## config.mk

```make
export PLATFORM = sky130hd
export DESIGN_NAME = dcpu16_seq
export DESIGN_NICKNAME = d
export VERILOG_FILES = /design/src/rtl/dcpu16_pkg.sv /design/src/rtl/dcpu16_phase.sv /design/src/rtl/dcpu16_seq.sv
export SDC_FILE = /design/constraint.sdc
export NUM_CORES = 1
export LEC_CHECK = 0
export BUFFER_PORTS_ARGS = -buffer_cell sky130_fd_sc_hd__buf_2
export CAP_MARGIN = 0
export CORE_ASPECT_RATIO = 0.5
export CORE_MARGIN = 10
export CORE_UTILIZATION = 50
export CTS_BUF_LIST = sky130_fd_sc_hd__clkbuf_16
export DETAILED_ROUTE_END_ITERATION = 16
export HOLD_SLACK_MARGIN = 0.15
export PLACE_DENSITY = 0.78
export SYNTH_ARGS = -nofsm -noshare
export SYNTH_HDL_FRONTEND = slang
export SYNTH_SLANG_ARGS = --single-unit
```

## constraint.sdc

```tcl
create_clock -name clk -period 1.95 [get_ports clk]
set_input_delay 0.2925 -clock clk [delete_from_list [all_inputs] [get_ports clk]]
set_output_delay 0.2925 -clock clk [all_outputs]
set_load 0.01 [all_outputs]
```

## src/rtl/dcpu16_pkg.sv

```systemverilog
// dcpu16_pkg: shared phase encoding and decode constants for the DCPU-16 sequencer
package dcpu16_pkg;
  typedef enum logic [1:0] {PH_0, PH_1, PH_2, PH_3} phase_t;
  localparam int A_PC = 'h1C;
  localparam int JSR_OP = 'h01;
  localparam logic [1:0] COND_PFX = 2'b11;
endpackage

```

## src/rtl/dcpu16_phase.sv

```systemverilog
// dcpu16_phase: 0..3 phase counter that stalls at phase 2 until f_ack; in clk rst_n ena f_ack, out pha stl adv
module dcpu16_phase
  import dcpu16_pkg::*;
(
  input  logic   clk,
  input  logic   rst_n,
  input  logic   ena,
  input  logic   f_ack,
  output phase_t pha,
  output logic   stl,
  output logic   adv
);
  phase_t pha_q, pha_d;
  always_ff @(posedge clk or negedge rst_n)
    if (!rst_n) pha_q <= PH_0;
    else pha_q <= pha_d;
  always_comb begin
    stl = pha_q == PH_2 && !f_ack;
    adv = ena && !stl;
    pha_d = adv ? phase_t'(pha_q + 2'd1) : pha_q;
  end
  assign pha = pha_q;
endmodule

```

## src/rtl/dcpu16_seq.sv

```systemverilog
// dcpu16_seq: DCPU-16 fetch/decode sequencer; fetch bus f_dti/f_ack, CC/wpc in; ireg opc pha rra rwa rwe bra jsr fwd stl out
module dcpu16_seq
  import dcpu16_pkg::*;
#(
  parameter int DW = 16,
  parameter int OW = 4,
  parameter int FW = 6,
  parameter int RW = 3,
  parameter logic [DW-1:0] NOP = DW'(1)
) (
  input  logic          clk,
  input  logic          rst_n,
  input  logic          ena,
  input  logic [DW-1:0] f_dti,
  input  logic          f_ack,
  input  logic          CC,
  input  logic          wpc,
  output logic [DW-1:0] ireg,
  output logic [1:0]    pha,
  output logic [OW-1:0] opc,
  output logic [RW-1:0] rra,
  output logic [RW-1:0] rwa,
  output logic          rwe,
  output logic          bra,
  output logic          jsr,
  output logic          fwd,
  output logic          stl
);
  phase_t ph;
  logic adv;
  logic [DW-1:0] ireg_q, ireg_d;
  logic [OW-1:0] opc_q, opc_d;
  logic [RW-1:0] rra_q, rra_d, rwa_q, rwa_d, pend_rwa_q, pend_rwa_d;
  logic pend_rwe_q, pend_rwe_d, skip_q, skip_d, fwd_q, fwd_d;
  logic rwe_q, rwe_d, bra_q, bra_d, jsr_q, jsr_d;
  logic [FW-1:0] dec_a;
  logic [RW-1:0] b_lo;
  logic op_z, cond;
  dcpu16_phase u_phase (
    .clk  (clk),
    .rst_n(rst_n),
    .ena  (ena),
    .f_ack(f_ack),
    .pha  (ph),
    .stl  (stl),
    .adv  (adv)
  );
  assign dec_a = ireg_q[OW+FW-1:OW];
  assign b_lo = ireg_q[OW+FW+RW-1:OW+FW];
  assign op_z = ireg_q[OW-1:0] == '0;
  assign cond = opc_q[OW-1 -: 2] == COND_PFX;
  always_ff @(posedge clk or negedge rst_n)
    if (!rst_n) begin
      ireg_q <= '0;
      opc_q <= '0;
      rra_q <= '0;
      rwa_q <= '0;
      pend_rwa_q <= '0;
      pend_rwe_q <= 1'b0;
      skip_q <= 1'b0;
      fwd_q <= 1'b0;
      rwe_q <= 1'b0;
      bra_q <= 1'b0;
      jsr_q <= 1'b0;
    end else begin
      ireg_q <= ireg_d;
      opc_q <= opc_d;
      rra_q <= rra_d;
      rwa_q <= rwa_d;
      pend_rwa_q <= pend_rwa_d;
      pend_rwe_q <= pend_rwe_d;
      skip_q <= skip_d;
      fwd_q <= fwd_d;
      rwe_q <= rwe_d;
      bra_q <= bra_d;
      jsr_q <= jsr_d;
    end
  always_comb begin
    ireg_d = ireg_q;
    opc_d = opc_q;
    rra_d = rra_q;
    rwa_d = rwa_q;
    pend_rwa_d = pend_rwa_q;
    pend_rwe_d = pend_rwe_q;
    skip_d = skip_q;
    fwd_d = fwd_q;
    // pulses drop on any enabled cycle, including a fetch stall
    rwe_d = ena ? (ph == PH_1 && pend_rwe_q && CC && !cond) : rwe_q;
    bra_d = ena ? (ph == PH_0 && dec_a == FW'(A_PC)) : bra_q;
    jsr_d = ena ? (ph == PH_0 && op_z && dec_a == FW'(JSR_OP)) : jsr_q;
    if (adv) begin
      rra_d = (ph == PH_1 || ph == PH_3) ? dec_a[RW-1:0] : b_lo;
      fwd_d = rra_d == rwa_q && (rwe_q || pend_rwe_q);
      if (ph == PH_0) begin
        pend_rwa_d = dec_a[RW-1:0];
        pend_rwe_d = dec_a[FW-1:RW] == '0 && !op_z;
        skip_d = cond && !CC;
      end
      if (ph == PH_1) rwa_d = pend_rwa_q;
      if (ph == PH_2) begin
        ireg_d = (wpc || skip_q) ? NOP : f_dti;
        opc_d = ireg_q[OW-1:0];
        skip_d = 1'b0;
      end
    end
  end
  assign ireg = ireg_q;
  assign opc = opc_q;
  assign pha = ph;
  assign rra = rra_q;
  assign rwa = rwa_q;
  assign rwe = rwe_q;
  assign bra = bra_q;
  assign jsr = jsr_q;
  assign fwd = fwd_q;
endmodule

```

; ---- Word-level counts from Yosys, hierarchy flattened
; Cells that the tools add are included.
[totals]
ff_bits = 37
input_bits = 22
output_inout_bits = 33
word_cells = 51
[classes]
n_addsub = 1
n_eq_ne = 7
n_mux = 4
n_reduce_logical = 27
[ops]
columns = op, n
row1 = 2-to-1 mux 16 bit, 1
row2 = logical AND 1 bit, 11
row3 = AND reduction 2 bit, 4
row4 = "== test 2 bit, second input constant", 3
row5 = "== test 6 x 1 -> 1 bit, second input constant", 1
row6 = "== test 6 x 5 -> 1 bit, second input constant", 1
row7 = logical NOT 1 bit, 5
row8 = logical NOT 4 bit, 1
row9 = == test 3 bit, 1
row10 = logical NOT 3 bit, 1
row11 = logical OR 1 bit, 3
row12 = 2-to-1 mux 3 bit, 1
row13 = "adder 2 x 1 -> 2 bit, second input constant", 1
row14 = "== test 2 x 1 -> 1 bit, second input constant", 1
row15 = logical NOT 2 bit, 1
row16 = 2-to-1 mux 1 bit, 2
row17 = nonzero test 2 bit, 1

; ---- Logic depth before layout (Yosys ltp)
[logic_depth]
word_depth = 5
mapped_depth = 7
ltp_nobuf = 6

; ---- Cells and area by module
; A second synthesis with hierarchy kept.
[hier_totals]
hier_cells = 152
hier_area_um2 = 1620.3
[by_module_without_submodules]
columns = mod, instances, cells_per_inst, area_per_inst_um2, seq_area_each_um2
row1 = dcpu16_seq, 1, 141, 1500.2, 875.8
row2 = dcpu16_phase, 1, 11, 120.1, 50.0

; ---- Worst setup path after synthesis
; OpenSTA, ideal clock, no wires.
[synth_timing]
path_type = flip-flop to flip-flop
start = register u_phase.pha_q[1], in the netlist u_phase.pha[1]
end = register fwd_q, in the netlist fwd
setup_ns = 0.122
arrival_ns = 1.474
required_ns = 1.828
path_slack_ns = 0.355
stages_incl_launch_ff = 7
n_path_buf = 0
period_less_slack_ns = 1.595
path_cell_list = dfrtp_1 inv_1 ha_1 nor2_4 mux2i_1 xor2_1 a32o_1
[synth_via]
elab_chain_len = 5
word_cells_on_any_way = 10
cone_classes = eq/ne: 4 / mux: 1 / reduce/logical: 5
[synth_lines]
columns = item, line_no
row1 = start: declaration, dcpu16_phase.sv:13  ; phase_t pha_q, pha_d;
row2 = start signal: assignment, dcpu16_phase.sv:16  ; else pha_q <= pha_d;
row3 = == test 2 x 1 -> 1 bit / == test 2 bit (equally long branches), dcpu16_seq.sv:92  ; rra_d = (ph == PH_1 || ph == PH_3) ? dec_a[RW-1:0] : b_lo;
row4 = logical OR 1 bit, dcpu16_seq.sv:92
row5 = 2-to-1 mux 3 bit, dcpu16_seq.sv:92
row6 = == test 3 bit, dcpu16_seq.sv:93  ; fwd_d = rra_d == rwa_q && (rwe_q || pend_rwe_q);
row7 = logical AND 1 bit, dcpu16_seq.sv:93
row8 = end signal: assignment, dcpu16_seq.sv:73  ; fwd_q <= fwd_d;
row9 = end: declaration, dcpu16_seq.sv:34  ; logic pend_rwe_q, pend_rwe_d, skip_q, skip_d, fwd_q, fwd_d;
; Parallel ways exist; a longest one is shown, timed or not.
; A chain may end at the register's enable or synchronous reset.

; ---- Final worst setup path
[layout_timing]
start = register u_phase.pha_q[0], in the netlist u_phase.pha[0]
end = register ireg_q[5], in the netlist ireg[5]
[layout_via]
elab_chain_len = 5
[layout_lines]
columns = item, line_no
row1 = == test 2 bit *, "dcpu16_phase.sv:18, dcpu16_seq.sv:100"
row2 = logical AND 1 bit, dcpu16_phase.sv:18  ; stl = pha_q == PH_2 && !f_ack;
row3 = logical NOT 1 bit, dcpu16_phase.sv:19  ; adv = ena && !stl;
row4 = logical AND 1 bit, dcpu16_phase.sv:19
row5 = AND reduction 2 bit (no line) *, -
row6 = end signal: assignment, dcpu16_seq.sv:66  ; ireg_q <= ireg_d;
row7 = end: declaration, dcpu16_seq.sv:31  ; logic [DW-1:0] ireg_q, ireg_d;
; Mark *: on every way between the ends. The rest lies on a longest branch, timed or not.

==> results_dict.tcl <==
set metrics [dict create \
    r2r_start "u_phase.pha[0]" \
    synth-edff-count 0 \
    yosysMostFrequentCell "nand2_1" \
    place_inst 253 \
    cts_buffer_depth 2 \
    cts_resized 0 \
    critical_path_class "register to register" \
    track_usage 0.128 \
    max_cap_viol_count 0 \
    vias 1335 \
    synth_seq_cells 37 \
    clkTransAtPathRegs_ns 0.05 \
    fin_cells 261 \
    ys_seq_area_frac 0.547 \
    overflow 0 \
    synth_area_leader_cell "dfrtp_1" \
    final_core_util 0.689 \
    crit_path_start_kind "register" \
    die_area_mm2 0.00626 \
    fin_crit_sh 0.881 \
    tightest_slew_ns 0.801 \
    status "completed" \
    start_util 0.543 \
    drtIter0Drc 43 \
    grtUsageMet1 0.141 \
    period_needed_ns 1.72 \
    antenna_found_initial 0 \
    postCtsHoldBufs 1 \
    pwr_density_cell_mw_per_mm2 1590 \
    insertion_delay_ns 0.27 \
    cts_htree_levels 2 \
    synth_common_cells "nand2_1 (38), dfrtp_1 (37), o21ai_0 (24)" \
    synthesis.nets 189 \
    layout-drive-gt1-share 0.348 \
    ys_async_sr_fraction 1.00 \
    r2r-end "ireg[5]" \
    grt_max_degree 38 \
    power_w 0.00341 \
    firstDrtPassIters 4 \
    detailed_place_hpwl_um 2990 \
    die_x_um 102 \
    reg2reg_depth 6 \
    grt_pass1_vias 1384 \
    fin_setup_tns_ns 0 \
    fmax_mhz 582 \
    min_to "ireg[1]" \
    top_usage_layer "met2" \
    hp-class "input port to register" \
    gp_congestion 0.772 \
    hold_start "f_dti[1]" \
    netlist_area_mm2 0.00169 \
    final_nets 248 \
    vias_per_cell 5.11 \
    postSynthCellCount 162 \
    ys.flop_type "dfrtp_1" \
    crit_slowest_cell "dfrtp_1" \
    synth_top_area_share 0.547 \
    slowest_delay_ns 0.44 \
    route.detailed.wl_per_inst_um 15.2 \
    avgSynthCellArea_um2 10.5 \
    cp_max_fo 20 \
    rows 14 \
    grt_first_pass_wirelength_um 6310 \
    drc_errors 0 \
    synth.distinct_cells 31 \
    portBuffers 54 \
    use_met3 0.0469 \
    holdPathStages 3 \
    cts_made_buffers 5 \
    pin_count 55 \
    cts_setup_buffers 0 \
    setup_viol 0 \
    die_height_um 61.2 \
    ir_drop_mv 0.883 \
    cp_cell_sequence "inv_1 -> ha_1 -> nand3_2 -> buf_4 -> nand2_1 -> o21ai_0" \
    yosys_warnings 0 \
    antennaDiodeCount 0 \
    clock-sinks 37 \
    cp.arrival_ns 1.87 \
    hold_viol_final 0 \
    drtAntennaViolNets 0 \
    coreArea_mm2 0.00312 \
    slew_headroom 0.466 \
    cp.required_ns 2.10 \
    skew_ns 0.00302 \
    area_delta_synth_final_pct 26.7 \
    use_met2 0.227 \
    grt_setup_unrepaired "false" \
    drv_slew 0 \
    routed_wl_um 3970 \
    netlist_top_cells_area "dfrtp_1 (55%), nand2_1 (8.4%), mux2_2 (7.3%)" \
    tritoncts "done" \
    rrSetupSlack_ns 0.23 \
    cellLeakagePower_nw 1.13 \
    cp-end-kind "register" \
    cts_root_buf "clkbuf_16" \
]
-- metrics by stage --
step | hold slack, ns | area [um^2] | worst slack [ns]
after floorplan | -0.00309 | 1690 | 0.355
after global placement | 0.416 | 2000 | 0.279
after detailed placement | 0.437 | 2000 | 0.239
after CTS | 0.250 | 2150 | 0.230
after global routing | 0.259 | 2150 | 0.0865
final | 0.252 | 2150 | 0.232
-- worst max path at each step --
stage	from	endpoint	slack (ns)	depth (start not counted)
floorplan	u_phase.pha[1]	fwd	0.35	6
global placement	u_phase.pha[1]	fwd	0.28	6
detailed placement	u_phase.pha[0]	ireg[5]	0.24	6
CTS	u_phase.pha[0]	ireg[5]	0.23	6
global route	u_phase.pha[0]	ireg[15]	0.09	6
finish	u_phase.pha[0]	ireg[5]	0.23	6
-- layout make-up --
type	count	area, um^2
fillers	257	971
flip-flops and latches	37	926
multi-input cells	110	702
repair buffers	58	303
clock buffers	5	125
well taps	40	50.0
inverters	9	33.8
clock inverters	2	7.51
-- registers in the layout (all words and copies together), names as in the netlist, 2 cells and up --
signal,count
rwa,3
ireg,16
u_phase.pha,2
rra,3
opc,4
pend_rwa_q,3
-- cells by family (layout without fill, tap and decap cells) --
kind of cell / count (synthesis) / in the layout / synth area share
buffers and inverters: 15 / 74 / 0.0391
AOI/OAI and AO/OA: 28 / 28 / 0.0894
muxes: 15 / 15 / 0.0968
xor gates and xnor gates: 4 / 4 / 0.0207
adders and majority gates: 5 / 5 / 0.0369
and+or+nand+nor: 58 / 58 / 0.171
DFF: 37 / 37 / 0.547
-- report_power, final --
group | leakage (nW) | internal [W] | switching [W]
registers | 0.494 | 0.00107 | 0.000304
clock network | 0.0685 | 0.000456 | 0.000278
logic | 0.568 | 0.000600 | 0.000700
total | 1.13 | 0.00213 | 0.00128
-- worst max-delay path: cells and delay by family, from the launching register on --
kind                       cells  cell delay [ns]
buffers and inverters          2             0.43
and+or+nand+nor                2             0.40
adders and majority gates      1             0.24
DFF                            1             0.44
AOI/OAI and AO/OA              1             0.08
-- per-layer routing --
metal	routed length, um	vias up
met1	1730	628
met3	255	4
met5	0	-
met2	1950	40
met4	36	0
li1	-	663
-- placed cells by master (no fill, tap or decap), types with 2 or more instances in the layout --
| cell type | n |
|---|---|
| nor2_1 | 2 |
| o21ai_0 | 24 |
| xor2_1 | 2 |
| buf_4 | 3 |
| mux2_2 | 11 |
| mux2i_1 | 4 |
| clkbuf_16 | 5 |
| dfrtp_1 | 37 |
| ha_1 | 5 |
| xnor2_1 | 2 |
| nor3_1 | 2 |
| nand2_1 | 38 |
| inv_1 | 10 |
| buf_2 | 54 |
| nor4_1 | 2 |
| nand4_1 | 3 |
No activity file was read; power rests on OpenSTA's default activity.
